$ cat src/rtl/lcd_cmd_queue.sv
// Byte queue feeding an LCD controller through a LOAD/BUSY handshake.
// Optional LOAD acknowledgement watchdog: define LCD_QUEUE_ACK_TIMEOUT_EN.
module lcd_cmd_queue #(
    parameter int unsigned DEPTH       = 16,
    parameter int unsigned ACK_TIMEOUT = 1024
) (
    input  logic                     CLK_100MHz,
    input  logic                     RESET,
    input  logic                     WR_EN,
    input  logic [7:0]               WR_DATA,
    input  logic                     WR_IS_CMD,
    output logic                     FULL,
    output logic                     EMPTY,
    output logic [$clog2(DEPTH):0]   COUNT,
    output logic                     OVERFLOW,
    input  logic                     CLR_OVERFLOW,
    output logic                     LCD_LOAD,
    output logic [7:0]               LCD_DATA,
    output logic                     LCD_IS_CMD,
    input  logic                     LCD_BUSY,
    input  logic                     LCD_READY,
    output logic                     TIMEOUT
);

    localparam int unsigned AW = $clog2(DEPTH);
    localparam int unsigned CW = AW + 1;

    if (DEPTH < 2 || DEPTH > 256 || (DEPTH & (DEPTH - 1)) != 0 || ACK_TIMEOUT == 0) begin : g_bad_params
        $error("lcd_cmd_queue: DEPTH must be a power of two in 2..256 and ACK_TIMEOUT nonzero");
    end

    typedef enum logic [1:0] {IDLE, LOAD, WAIT_DONE} state_t;

    state_t          state;
    logic [8:0]      mem [DEPTH];
    logic [AW-1:0]   wr_ptr;
    logic [AW-1:0]   rd_ptr;
    logic [CW-1:0]   count_nxt;
    logic            push;
    logic            pop;
    logic            ack_hit;

    assign push = WR_EN && !FULL && !RESET;
    assign pop  = (state == LOAD) && (LCD_BUSY || ack_hit);

    always_comb begin
        count_nxt = COUNT;
        case ({push, pop})
            2'b10:   count_nxt = COUNT + CW'(1);
            2'b01:   count_nxt = COUNT - CW'(1);
            default: count_nxt = COUNT;
        endcase
    end

    // Storage array carries no reset; only pointers and COUNT define validity.
    always_ff @(posedge CLK_100MHz) begin
        if (push) begin
            mem[wr_ptr] <= {WR_IS_CMD, WR_DATA};
        end
    end

    always_ff @(posedge CLK_100MHz) begin
        if (RESET) begin
            wr_ptr   <= '0;
            rd_ptr   <= '0;
            COUNT    <= '0;
            EMPTY    <= 1'b1;
            FULL     <= 1'b0;
            OVERFLOW <= 1'b0;
        end else begin
            if (push) wr_ptr <= wr_ptr + AW'(1);
            if (pop)  rd_ptr <= rd_ptr + AW'(1);
            COUNT <= count_nxt;
            EMPTY <= (count_nxt == CW'(0));
            FULL  <= (count_nxt == CW'(DEPTH));
            // A dropped push takes priority over a simultaneous clear.
            if (WR_EN && FULL) begin
                OVERFLOW <= 1'b1;
            end else if (CLR_OVERFLOW) begin
                OVERFLOW <= 1'b0;
            end
        end
    end

    // Sender: head byte is latched on LOAD entry and held until the next LOAD.
    always_ff @(posedge CLK_100MHz) begin
        if (RESET) begin
            state      <= IDLE;
            LCD_LOAD   <= 1'b0;
            LCD_DATA   <= '0;
            LCD_IS_CMD <= 1'b0;
        end else begin
            case (state)
                IDLE: begin
                    if (!EMPTY && LCD_READY && !LCD_BUSY) begin
                        state                  <= LOAD;
                        LCD_LOAD               <= 1'b1;
                        {LCD_IS_CMD, LCD_DATA} <= mem[rd_ptr];
                    end
                end
                LOAD: begin
                    if (LCD_BUSY) begin
                        state    <= WAIT_DONE;
                        LCD_LOAD <= 1'b0;
                    end else if (ack_hit) begin
                        state    <= IDLE;
                        LCD_LOAD <= 1'b0;
                    end
                end
                WAIT_DONE: begin
                    if (!LCD_BUSY) state <= IDLE;
                end
                default: begin
                    state    <= IDLE;
                    LCD_LOAD <= 1'b0;
                end
            endcase
        end
    end

`ifdef LCD_QUEUE_ACK_TIMEOUT_EN
    localparam int unsigned TW = $clog2(ACK_TIMEOUT + 1);

    logic [TW-1:0] ack_cnt;

    assign ack_hit = (state == LOAD) && !LCD_BUSY && (ack_cnt == TW'(ACK_TIMEOUT - 1));

    // Counts cycles spent in LOAD without acknowledgement.
    always_ff @(posedge CLK_100MHz) begin
        if (RESET) begin
            ack_cnt <= '0;
            TIMEOUT <= 1'b0;
        end else begin
            TIMEOUT <= ack_hit;
            if (state != LOAD || LCD_BUSY || ack_hit) begin
                ack_cnt <= '0;
            end else begin
                ack_cnt <= ack_cnt + TW'(1);
            end
        end
    end
`else
    assign ack_hit = 1'b0;
    assign TIMEOUT = 1'b0;
`endif

endmodule

$ cat config.mk
export PLATFORM = sky130hd
export DESIGN_NAME = lcd_cmd_queue
export DESIGN_NICKNAME = d
export VERILOG_FILES = /design/src/rtl/lcd_cmd_queue.sv
export SDC_FILE = /design/constraint.sdc
export NUM_CORES = 1
export LEC_CHECK = 0
export CAP_MARGIN = 20
export CELL_PAD_IN_SITES_DETAIL_PLACEMENT = 2
export CELL_PAD_IN_SITES_GLOBAL_PLACEMENT = 2
export CORE_ASPECT_RATIO = 0.75
export CORE_MARGIN = 2
export CORE_UTILIZATION = 46
export DETAILED_ROUTE_END_ITERATION = 16
export GPL_TIMING_DRIVEN = 0
export MAX_ROUTING_LAYER = met4
export PLACE_DENSITY_LB_ADDON = 0.1
export SKIP_CTS_REPAIR_TIMING = 1
export SLEW_MARGIN = 20
export SYNTH_ARGS = -nofsm -noshare
export SYNTH_HDL_FRONTEND = slang
export SYNTH_SLANG_ARGS = --single-unit
$ cat constraint.sdc
create_clock -name CLK_100MHz -period 3.85 [get_ports CLK_100MHz]
set_clock_uncertainty 0.2 [all_clocks]
set_input_delay 0.9625 -clock CLK_100MHz [delete_from_list [all_inputs] [get_ports CLK_100MHz]]
set_output_delay 0.9625 -clock CLK_100MHz [all_outputs]
set_load 0.005 [all_outputs]
==> impl_metrics.csv, run 1 <==
group,metric,value,unit
run_status,status,"completed",
detailed_routing,antenna_left,0,
synthesis,postSynth.asyncResetShare,0,
floorplanning,die_x,146,um
synthesis,synth_edf_count,144,
critical_path,critPathCaptureType,"flop",
placed_design,pre_cts_ws,-0.499,ns
floorplanning,start_util,0.475,
floorplanning,die_h,110,um
clock_tree,clockBufferDepth,2,
power_and_ir_drop,seq_power_share,0.498,
power_and_ir_drop,internal_power,3.20,mW
layout,fill_cells,1250,
detailed_routing,wl_per_cell,28.5,um
timing,finalCritPeriodShare,0.967,
placed_design,hpwlAfterDp,12200,um
timing,worst-slew-pin-transition,1.12,ns
hold_path,hold_start,"LCD_DATA[7]$_SDFFE_PP0P_",
global_routing,grt_pass1_vias,4030,
floorplanning,num_rows,38,
placed_design,placement.io_buffers,31,
power_and_ir_drop,max-vdd-ir-drop,337,uV
clock_tree,clk_latency,0.43,ns
critical_path,cp-startpoint,"LCD_BUSY",
timing,hold_viol_final,0,
global_routing,overflow,0,
clock_tree,clockRootBuffer,"clkbuf_16",
critical_path,critPathLaunchType,"input pin",
timing,rsz0062_at_grt,"false",
global_routing,antenna_found_initial,1,
power_and_ir_drop,clkPwrFrac,0.462,
detailed_routing,drt-pass1-iter-count,4,
timing,timing.final.crit_period,3.72,ns
critical_path,arrival,3.86,ns
layout,seqCellArea,4880,um^2
critical_path,path_max_fanout,9,
clock_tree,numCtsBuffers,17,
clock_tree,path_clk_slew,0.07,ns
synthesis,syn_area_per_cell,18.3,um^2
synthesis,synth_cell_type_count,44,
layout,nNetsFinal,455,
global_routing,grt_pass1_wl,27600,um
global_routing,gr-usage-all-layers,0.256,
layout,design_area,8180,um^2
floorplanning,core_area,14500,um^2
timing,timing.final.max_slew_violations,0,
synthesis,synth-main-ff-cell,"edfxtp_1",
synthesis,synthesis.instances,377,
power_and_ir_drop,combPwrFrac,0.040,
critical_path,r2r_start,"state[1]$_SDFFE_PP0P_",
critical_path,worstSetupPathType,"in2reg",
layout,final_cells,647,
synthesis,syn-num-nets,399,
clock_tree,htreeDepth,4,
timing,finalSetupViolCount,0,
synthesis,syn_area,6910,um^2
layout,drive_gt1_frac,0.220,
power_and_ir_drop,cellLeakagePower,2.63,nW
layout,syn2layout_area_growth,18.5,%
detailed_routing,vias_per_cell,5.85,
clock_tree,tritoncts,"built",
timing,worst_slack,0.126,ns
placed_design,dpl_cell_area,7520,um^2
timing,max_freq,269,MHz
timing,relSlewSlack,0.252,
global_routing,grt_max_degree,17,
detailed_routing,vias,3784,
synthesis,yosysSeqAreaShare,0.707,
power_and_ir_drop,power.density,503,nW/um^2
synthesis,ys_seq_elements,172,
detailed_routing,drc,0,
synthesis,synth_warnings,0,
run,drv_cap,0,
floorplanning,die_area,16000,um^2
power_and_ir_drop,switchingPower,909,uW
detailed_routing,drt_iter0_drc,308,
hold_path,hold_path_class,"reg2reg",
power_and_ir_drop,total_power,4.11,mW
floorplanning,pin_count,34,
critical_path,required,3.98,ns
placed_design,place_inst,612,
clock_tree,cts_sinks,172,
detailed_routing,postRouteWirelength,18500,um
placed_design,finalWeightedCongestion,0.769,
power_and_ir_drop,swShare,0.221,
layout,multi_input_comb_area,1850,um^2
==> synthesized netlist by cell type (2+ instances only) <==
| cell type | n | area [um^2] |
|---|---|---|
| a21o_1 | 2 | 15.0 |
| a21oi_1 | 7 | 35.0 |
| a31oi_1 | 2 | 12.5 |
| and3_1 | 2 | 12.5 |
| buf_12 | 2 | 40.0 |
| buf_2 | 2 | 10.0 |
| clkbuf_1 | 9 | 33.8 |
| clkbuf_8 | 3 | 41.3 |
| clkinv_1 | 10 | 37.5 |
| dfxtp_1 | 28 | 561 |
| edfxtp_1 | 144 | 4320 |
| ha_1 | 7 | 87.6 |
| inv_1 | 4 | 15.0 |
| mux4_1 | 8 | 210 |
| mux4_2 | 37 | 833 |
| nand2_1 | 19 | 71.3 |
| nand2b_1 | 5 | 31.3 |
| nand4_1 | 4 | 25.0 |
| nor2_1 | 29 | 109 |
| nor3_1 | 7 | 35.0 |
| o211ai_1 | 2 | 15.0 |
| o21ai_0 | 2 | 10.0 |
| o21ai_1 | 9 | 45.0 |
| or3b_2 | 2 | 17.5 |
| xnor2_1 | 4 | 35.0 |
| xor2_1 | 9 | 78.8 |
==> worst paths after layout <==
kind / slack [ns] / end / cells past startpoint
hold / removal: 0.25 / LCD_DATA[7]$_SDFFE_PP0P_ / 2
setup reg to reg: 0.75 / EMPTY$_SDFF_PP1_ / 7
setup / recovery: 0.13 / EMPTY$_SDFF_PP1_ / 8
hold reg to reg: 0.25 / LCD_DATA[7]$_SDFFE_PP0P_ / 2
==> critical path, stage by stage <==
cell	delay (ns)
clkdlybuf4s50_1	0.50
nand3b_2	0.26
clkinv_1	0.38
ha_2	0.62
or3b_2	0.47
a31oi_1	0.20
a31oi_1	0.14
o31ai_1	0.31
==> sequential cells by signal, summed over array words and instances, names as in the netlist <==
register / count
LCD_DATA: 8
mem: 144
EMPTY: 1
wr_ptr: 4
COUNT: 5
rd_ptr: 4
state: 2
LCD_IS_CMD: 1
OVERFLOW: 1
FULL: 1
LCD_LOAD: 1
==> cell usage in the layout, fill, tap and decap left out, types with 2 or more instances in the layout <==
cell             instances
edfxtp_1               144
mux4_2                  37
clkdlybuf4s50_1         31
nor2_1                  29
dfxtp_1                 28
nand2_1                 19
clkbuf_16               17
clkinv_1                11
xor2_1                   9
o21ai_1                  9
clkbuf_1                 8
mux4_1                   8
buf_4                    8
a21oi_1                  7
ha_1                     6
nand2b_1                 5
inv_1                    4
nor3_2                   4
nand4_1                  4
xnor2_1                  4
bufinv_16                4
clkbuf_8                 3
nor3_1                   3
inv_6                    3
buf_2                    2
buf_12                   2
or3b_2                   2
o21ai_0                  2
a21o_1                   2
o211ai_1                 2
a31oi_1                  2
and3_1                   2
clkinv_4                 2
clkinvlp_4               2
inv_8                    2
==> kinds of logic (layout without fill, tap and decap cells) <==
| kind of cell | after synthesis | in the layout | share of synthesized area |
|---|---|---|---|
| AOI/OAI and AO/OA | 28 | 28 | 0.0255 |
| and+or+nand+nor | 77 | 77 | 0.0562 |
| xor gates and xnor gates | 13 | 13 | 0.0165 |
| adders and majority gates | 7 | 7 | 0.0127 |
| muxes | 46 | 46 | 0.153 |
| DFF | 172 | 172 | 0.707 |
| buffers and inverters | 33 | 102 | 0.0290 |
| other | 1 | 2 | 0.000543 |
==> power groups by stage <==
stage               clock network (mW)  logic, mW  registers (mW)
finish                            1.90      0.166            2.05
global route                      1.98      0.178            2.05
CTS                               1.92      0.164            2.05
detailed placement                   0      0.160            2.09
global placement                     0      0.145            2.09
floorplan                            0     0.0748            2.08
==> per-stage QoR <==
| step | util | setup TNS, ns | hold WS [ns] |
|---|---|---|---|
| after floorplan | - | 0 | 0.242 |
| after global placement | 0.513 | -12.60 | 0.232 |
| after detailed placement | 0.517 | -1.32 | 0.244 |
| after CTS | 0.560 | -0.244 | 0.253 |
| after global routing | 0.562 | 0 | 0.270 |
| final | 0.562 | 0 | 0.246 |
==> final cells by class <==
class,count,share of cell area
Buffer,17,0.0171
Tap cell,200,0.0306
Clock buffer,17,0.0520
Timing Repair Buffer,38,0.0443
Inverter,15,0.00688
Multi-Input combinational cell,172,0.226
Clock inverter,15,0.0257
Sequential cell,172,0.597
Antenna cell,1,0.000306
==> per-layer routing <==
layer	part of all wire	GRT usage
met5	0	-
met4	0.015	0.0756
met3	0.065	0.0626
met2	0.47	0.403
met1	0.45	0.338
No activity file was read; power rests on OpenSTA's default activity.
==> run 2, diff against run 1 <==
--- a/config.mk
+++ b/config.mk
@@ -10,8 +10,9 @@
 export CELL_PAD_IN_SITES_GLOBAL_PLACEMENT = 2
 export CORE_ASPECT_RATIO = 0.75
 export CORE_MARGIN = 2
-export CORE_UTILIZATION = 46
+export CORE_UTILIZATION = 48
 export DETAILED_ROUTE_END_ITERATION = 16
+export DONT_BUFFER_PORTS = 1
 export GPL_TIMING_DRIVEN = 0
 export MAX_ROUTING_LAYER = met4
 export PLACE_DENSITY_LB_ADDON = 0.1
==> run 2 against run 1 <==
  * Non-clock buffer count is 33 lower
  * Sequential cell count did not move
  * First-iteration DRC count fell by 16%
  * Design area shrank 5.3%
  * Sequential share of layout area increased by 3.3 points
  * Global-route usage rose by 0.65 points
  * Critical endpoint unchanged
  * Largest power group unchanged
  * Highest routed layer unchanged
==> impl_metrics.csv, run 2 (same netlist as run 1, synthesis figures left out) <==
group,metric,value,unit
run_status,status,"completed",
global_routing,grt_max_degree,17,
detailed_routing,drc,0,
critical_path,reg2reg_depth,8,
global_routing,grt_pass1_wl,26400,um
clock_tree,tritoncts,"built",
layout,nNetsFinal,422,
timing,relSlewSlack,0.286,
timing,worst-slew-pin-transition,1.07,ns
critical_path,critPathMaxStageDelay,0.51,ns
power_and_ir_drop,cellLeakagePower,2.47,nW
floorplanning,die_area,15400,um^2
timing,timing.final.max_slew_violations,0,
layout,n_antenna_cell,0,
detailed_routing,drt_iter0_drc,258,
critical_path,required,3.99,ns
layout,drive_gt1_frac,0.208,
critical_path,arrival,3.62,ns
placed_design,hpwlAfterDp,11700,um
power_and_ir_drop,internal_power,3.09,mW
clock_tree,path_clk_slew,0.07,ns
layout,largest_reg_flops,144,
layout,syn2layout_area_growth,12.2,%
critical_path,critPathCaptureType,"flop",
timing,rsz0062_at_grt,"false",
clock_tree,clockRootBuffer,"clkbuf_16",
power_and_ir_drop,power.density,498,nW/um^2
placed_design,dpl_cell_area,7180,um^2
power_and_ir_drop,clkPwrFrac,0.440,
placed_design,place_inst,556,
layout,final_cells,588,
hold_path,hold_path_class,"reg2reg",
floorplanning,die_h,108,um
timing,worst_slack,0.376,ns
clock_tree,htreeDepth,4,
placed_design,placement.io_buffers,0,
critical_path,cp_common_cell,"a31oi_1",
floorplanning,die_x,143,um
layout,regMostFlops,"mem",
timing,finalSetupViolCount,0,
hold_path,hold_depth,2,
global_routing,antenna_found_initial,0,
power_and_ir_drop,max-vdd-ir-drop,349,uV
floorplanning,num_rows,37,
detailed_routing,wl_per_cell,30.2,um
layout,final_cell_mix,"edfxtp_1, mux4_2, dfxtp_1, nor2_1, nand2_1",
power_and_ir_drop,switchingPower,768,uW
global_routing,gr-usage-all-layers,0.263,
power_and_ir_drop,combPwrFrac,0.029,
critical_path,path_max_fanout,10,
clock_tree,numCtsBuffers,17,
timing,finalCritPeriodShare,0.902,
clock_tree,cts_sinks,172,
clock_tree,clockBufferDepth,2,
detailed_routing,antenna_left,0,
placed_design,finalWeightedCongestion,0.792,
clock_tree,clk_latency,0.43,ns
timing,max_freq,288,MHz
placed_design,pre_cts_ws,-0.0246,ns
global_routing,grt_pass1_vias,3829,
detailed_routing,vias_per_cell,6.18,
layout,layout_commonest_cell,"edfxtp_1",
power_and_ir_drop,seq_power_share,0.531,
global_routing,overflow,0,
layout,largest_registers,"mem x144, LCD_DATA x8, COUNT x5",
timing,hold_viol_final,0,
detailed_routing,drt-pass1-iter-count,4,
detailed_routing,vias,3631,
critical_path,critPathLaunchType,"input pin",
layout,design_area,7750,um^2
critical_path,cp_cell_sequence,"buf_2 -> nor3b_4 -> inv_2 -> ha_1 -> clkbuf_1 -> or3b_2 -> a31oi_1 -> a31oi_1 -> o31ai_1",
critical_path,cp_slowest_cell,"or3b_2",
floorplanning,start_util,0.497,
floorplanning,core_area,13900,um^2
timing,timing.final.crit_period,3.47,ns
detailed_routing,postRouteWirelength,17700,um
run,drv_cap,0,
floorplanning,pin_count,34,
layout,fill_cells,1182,
power_and_ir_drop,swShare,0.199,
critical_path,worstSetupPathType,"in2reg",
## run 2: cell types whose count changed in the layout (fill, tap and decap cells not counted), moves of 2 or more
cell / delta
buf_4: -3
inv_8: -2
nor2_2: +2
inv_6: -3
clkinv_4: -2
clkinv_1: +3
clkdlybuf4s50_1: -31
clkbuf_1: +7
nor2_1: -2
## run 2: critical path: cells and delay by family
| kind | cells | cell delay (ns) |
|---|---|---|
| compound gates | 3 | 0.56 |
| fa+ha+maj | 1 | 0.32 |
| simple gates | 2 | 1.00 |
| buf+inv | 3 | 0.75 |
## run 2: metal layers
layer	vias to the layer above	GRT usage	wire (um)
met5	-	-	0
met4	0	0.0580	208
met3	16	0.0627	959
met2	120	0.403	8770
met1	1971	0.364	7800
li1	1524	-	-
## run 2: area by class of cell
class | count | area (um^2) | share of cell area
Buffer | 18 | 144 | 0.0186
Tap cell | 175 | 219 | 0.0283
Clock buffer | 23 | 448 | 0.0578
Clock inverter | 9 | 120 | 0.0155
Sequential cell | 172 | 4880 | 0.630
Timing Repair Buffer | 4 | 30.0 | 0.00387
Inverter | 15 | 56.3 | 0.00727
Multi-Input combinational cell | 172 | 1850 | 0.238
## run 2: stage by stage
stage	power (mW)	hold slack, ns	util	setup TNS [ns]
final	3.86	0.260	0.558	0
after floorplan	2.16	0.242	-	0
after detailed placement	2.20	0.257	0.517	-0.0246
after CTS	3.89	0.267	0.558	0
after global placement	2.19	0.252	0.513	0
after global routing	3.96	0.285	0.558	0
## run 2: worst paths after layout
kind         slack [ns]                startpoint                       end
min reg2reg        0.26  LCD_DATA[2]$_SDFFE_PP0P_  LCD_DATA[2]$_SDFFE_PP0P_
max reg2reg        0.68     state[1]$_SDFFE_PP0P_          EMPTY$_SDFF_PP1_
min                0.26  LCD_DATA[2]$_SDFFE_PP0P_  LCD_DATA[2]$_SDFFE_PP0P_
max                0.38                     RESET          EMPTY$_SDFF_PP1_
## run 2: power by group through the flow
stage	Sequential (mW)	Combinational (mW)	Clock (mW)
after floorplan	2.08	0.0748	0
after global placement	2.09	0.0978	0
after detailed placement	2.09	0.108	0
after CTS	2.05	0.111	1.73
after global routing	2.05	0.121	1.79
final	2.05	0.111	1.70
==> run 3, diff against run 2 <==
--- a/config.mk
+++ b/config.mk
@@ -10,7 +10,7 @@
 export CELL_PAD_IN_SITES_GLOBAL_PLACEMENT = 2
 export CORE_ASPECT_RATIO = 0.75
 export CORE_MARGIN = 2
-export CORE_UTILIZATION = 48
+export CORE_UTILIZATION = 44
 export DETAILED_ROUTE_END_ITERATION = 16
 export DONT_BUFFER_PORTS = 1
 export GPL_TIMING_DRIVEN = 0
==> constraint.sdc (replaced) <==
create_clock -name CLK_100MHz -period 3.1 [get_ports CLK_100MHz]
set_clock_uncertainty 0.2 [all_clocks]
set_input_delay 0.775 -clock CLK_100MHz [delete_from_list [all_inputs] [get_ports CLK_100MHz]]
set_output_delay 0.775 -clock CLK_100MHz [all_outputs]
set_load 0.005 [all_outputs]
==> run 3 against run 2 <==
  * Hold slack got worse by 0.028 ns
  * Combinational power rose by 23%
  * Worst setup slack got worse by 0.14 ns
  * Clock power rose by 20%
  * Design area rose by 0.55%
  * Routed wire length fell by 4.7%
  * Utilization fell by 4.8 points
  * Critical endpoint is now FULL$_SDFF_PP0_
  * Highest routed layer unchanged
==> impl_metrics.csv, run 3 (same netlist as run 1, synthesis figures left out) <==
group,metric,value,unit
detailed_routing,wl_per_cell,27.3,um
global_routing,gr-usage-all-layers,0.224,
placed_design,dpl_cell_area,7210,um^2
detailed_routing,drt_iter0_drc,305,
clock_tree,htreeDepth,4,
power_and_ir_drop,combPwrFrac,0.029,
detailed_routing,vias_per_cell,5.63,
floorplanning,die_h,113,um
power_and_ir_drop,max-vdd-ir-drop,360,uV
clock_tree,tritoncts,"built",
hold_path,hold_depth,1,
placed_design,finalWeightedCongestion,0.723,
power_and_ir_drop,cellLeakagePower,2.48,nW
critical_path,r2r_start,"state[1]$_SDFFE_PP0P_",
critical_path,reg2reg_to,"FULL$_SDFF_PP0_",
clock_tree,clockRootBuffer,"clkbuf_16",
layout,syn2layout_area_growth,12.8,%
detailed_routing,drt-pass1-iter-count,4,
layout,final_cell_mix,"edfxtp_1, mux4_2, nor2_1, dfxtp_1",
layout,layout_commonest_cell,"edfxtp_1",
placed_design,hpwlAfterDp,11800,um
critical_path,worstSetupPathType,"reg2reg",
detailed_routing,antenna_left,0,
power_and_ir_drop,power.density,606,nW/um^2
timing,relSlewSlack,0.336,
floorplanning,die_x,149,um
power_and_ir_drop,clkPwrFrac,0.432,
layout,regMostFlops,"mem",
critical_path,required,3.22,ns
critical_path,cp_slowest_cell,"ha_2",
placed_design,pre_cts_ws,-0.552,ns
run_status,status,"completed",
timing,hold_viol_final,0,
layout,design_area,7790,um^2
power_and_ir_drop,seq_power_share,0.539,
power_and_ir_drop,internal_power,3.77,mW
clock_tree,path_clk_slew,0.06,ns
timing,timing.final.crit_period,2.87,ns
timing,finalCritPeriodShare,0.925,
timing,finalSetupViolCount,0,
critical_path,arrival,2.99,ns
layout,n_antenna_cell,0,
critical_path,critPathCaptureType,"flop",
timing,rsz0062_at_grt,"false",
critical_path,cp_cell_sequence,"nand3b_2 -> clkinvlp_4 -> ha_2 -> or3b_2 -> a31oi_1 -> a31oi_1 -> nor4_2",
critical_path,path_max_fanout,9,
power_and_ir_drop,switchingPower,946,uW
timing,fin_setup_tns,0,ns
layout,largest_registers,"mem x144, LCD_DATA x8, COUNT x5",
timing,worst_slack,0.234,ns
power_and_ir_drop,swShare,0.200,
critical_path,reg2reg_depth,7,
floorplanning,pin_count,34,
hold_path,whs_endpoint,"state[0]$_SDFFE_PP0P_",
timing,max_freq,349,MHz
floorplanning,num_rows,39,
power_and_ir_drop,total_power,4.72,mW
timing,worst-slew-pin-transition,0.992,ns
clock_tree,cts_sinks,172,
critical_path,critPathLaunchType,"flop",
critical_path,cp_common_cell,"a31oi_1",
clock_tree,clockBufferDepth,2,
detailed_routing,drc,0,
floorplanning,die_area,16700,um^2
clock_tree,numCtsBuffers,17,
global_routing,antenna_found_initial,0,
hold_path,hold_start,"LCD_BUSY",
global_routing,overflow,0,
detailed_routing,postRouteWirelength,16900,um
global_routing,grt_max_degree,17,
critical_path,critPathMaxStageDelay,0.52,ns
detailed_routing,vias,3481,
layout,largest_reg_flops,144,
layout,drive_gt1_frac,0.223,
run,drv_cap,0,
global_routing,grt_pass1_vias,3769,
floorplanning,core_area,15300,um^2
critical_path,regToRegSetupSlack,0.23,ns
hold_path,hold_path_class,"in2reg",
layout,nNetsFinal,422,
global_routing,grt_pass1_wl,25100,um
timing,timing.final.max_slew_violations,0,
clock_tree,clk_latency,0.42,ns
floorplanning,start_util,0.452,
placed_design,placement.io_buffers,0,
[run 3: changes by cell type in the layout (fill, tap and decap cells not counted), moves of 2 or more]
cell / previous run / this run
bufinv_16: 3 / 0
clkbuf_16: 17 / 19
clkbuf_8: 3 / 6
clkinv_1: 14 / 9
inv_4: 0 / 3
nor2_1: 27 / 29
nor2_2: 2 / 0
[run 3: how the worst max path moves through the flow]
stage          slack (ns)  depth (start not counted)             endpoint                   from
2_1_floorplan        0.04                          9     EMPTY$_SDFF_PP1_                  RESET
3_3_place_gp        -0.60                          4  mem[0][1]$_DFFE_PP_                  RESET
3_5_place_dp        -0.55                         10      FULL$_SDFF_PP0_                  RESET
4_1_cts             -0.20                         10      FULL$_SDFF_PP0_                  RESET
5_1_grt              0.03                          9      FULL$_SDFF_PP0_  state[1]$_SDFFE_PP0P_
6_report             0.23                          7      FULL$_SDFF_PP0_  state[1]$_SDFFE_PP0P_
[run 3: critical path, delay by kind of cell, from the launching register on]
kind,cells,cell delay [ns]
AOI/OAI and AO/OA,2,0.32
adders and majority gates,1,0.52
buffers and inverters,1,0.28
DFF,1,0.39
and+or+nand+nor,3,1.05
[run 3: layer usage]
metal,share of wire,GRT usage,up-vias
met5,0,-,-
met4,0.013,0.0692,0
met3,0.048,0.0459,22
met2,0.48,0.344,87
met1,0.46,0.306,1846
li1,-,-,1526
[run 3: power by group through the flow]
stage,Combinational (mW),Sequential (mW),Clock (mW)
final,0.137,2.55,2.04
after global routing,0.149,2.55,2.16
after CTS,0.135,2.55,2.07
after detailed placement,0.132,2.60,0
after global placement,0.122,2.59,0
after floorplan,0.0929,2.59,0
[run 3: final cells by class]
cell class	count	area, um^2
clock inverter	4	23.8
fill	1339	7480
clock buffer	28	539
multi-input combinational	172	1850
sequential	172	4880
buffer	17	140
timing repair buffer	5	37.5
inverter	15	60.1
tap	205	256
[run 3: metrics by stage]
step                hold WS (ns)  cells   util
detailed placement         0.264    586  0.472
floorplan                  0.242    377      -
global placement           0.255    582  0.469
CTS                        0.214    618  0.509
finish                     0.233    618  0.510
global route               0.224    618  0.510
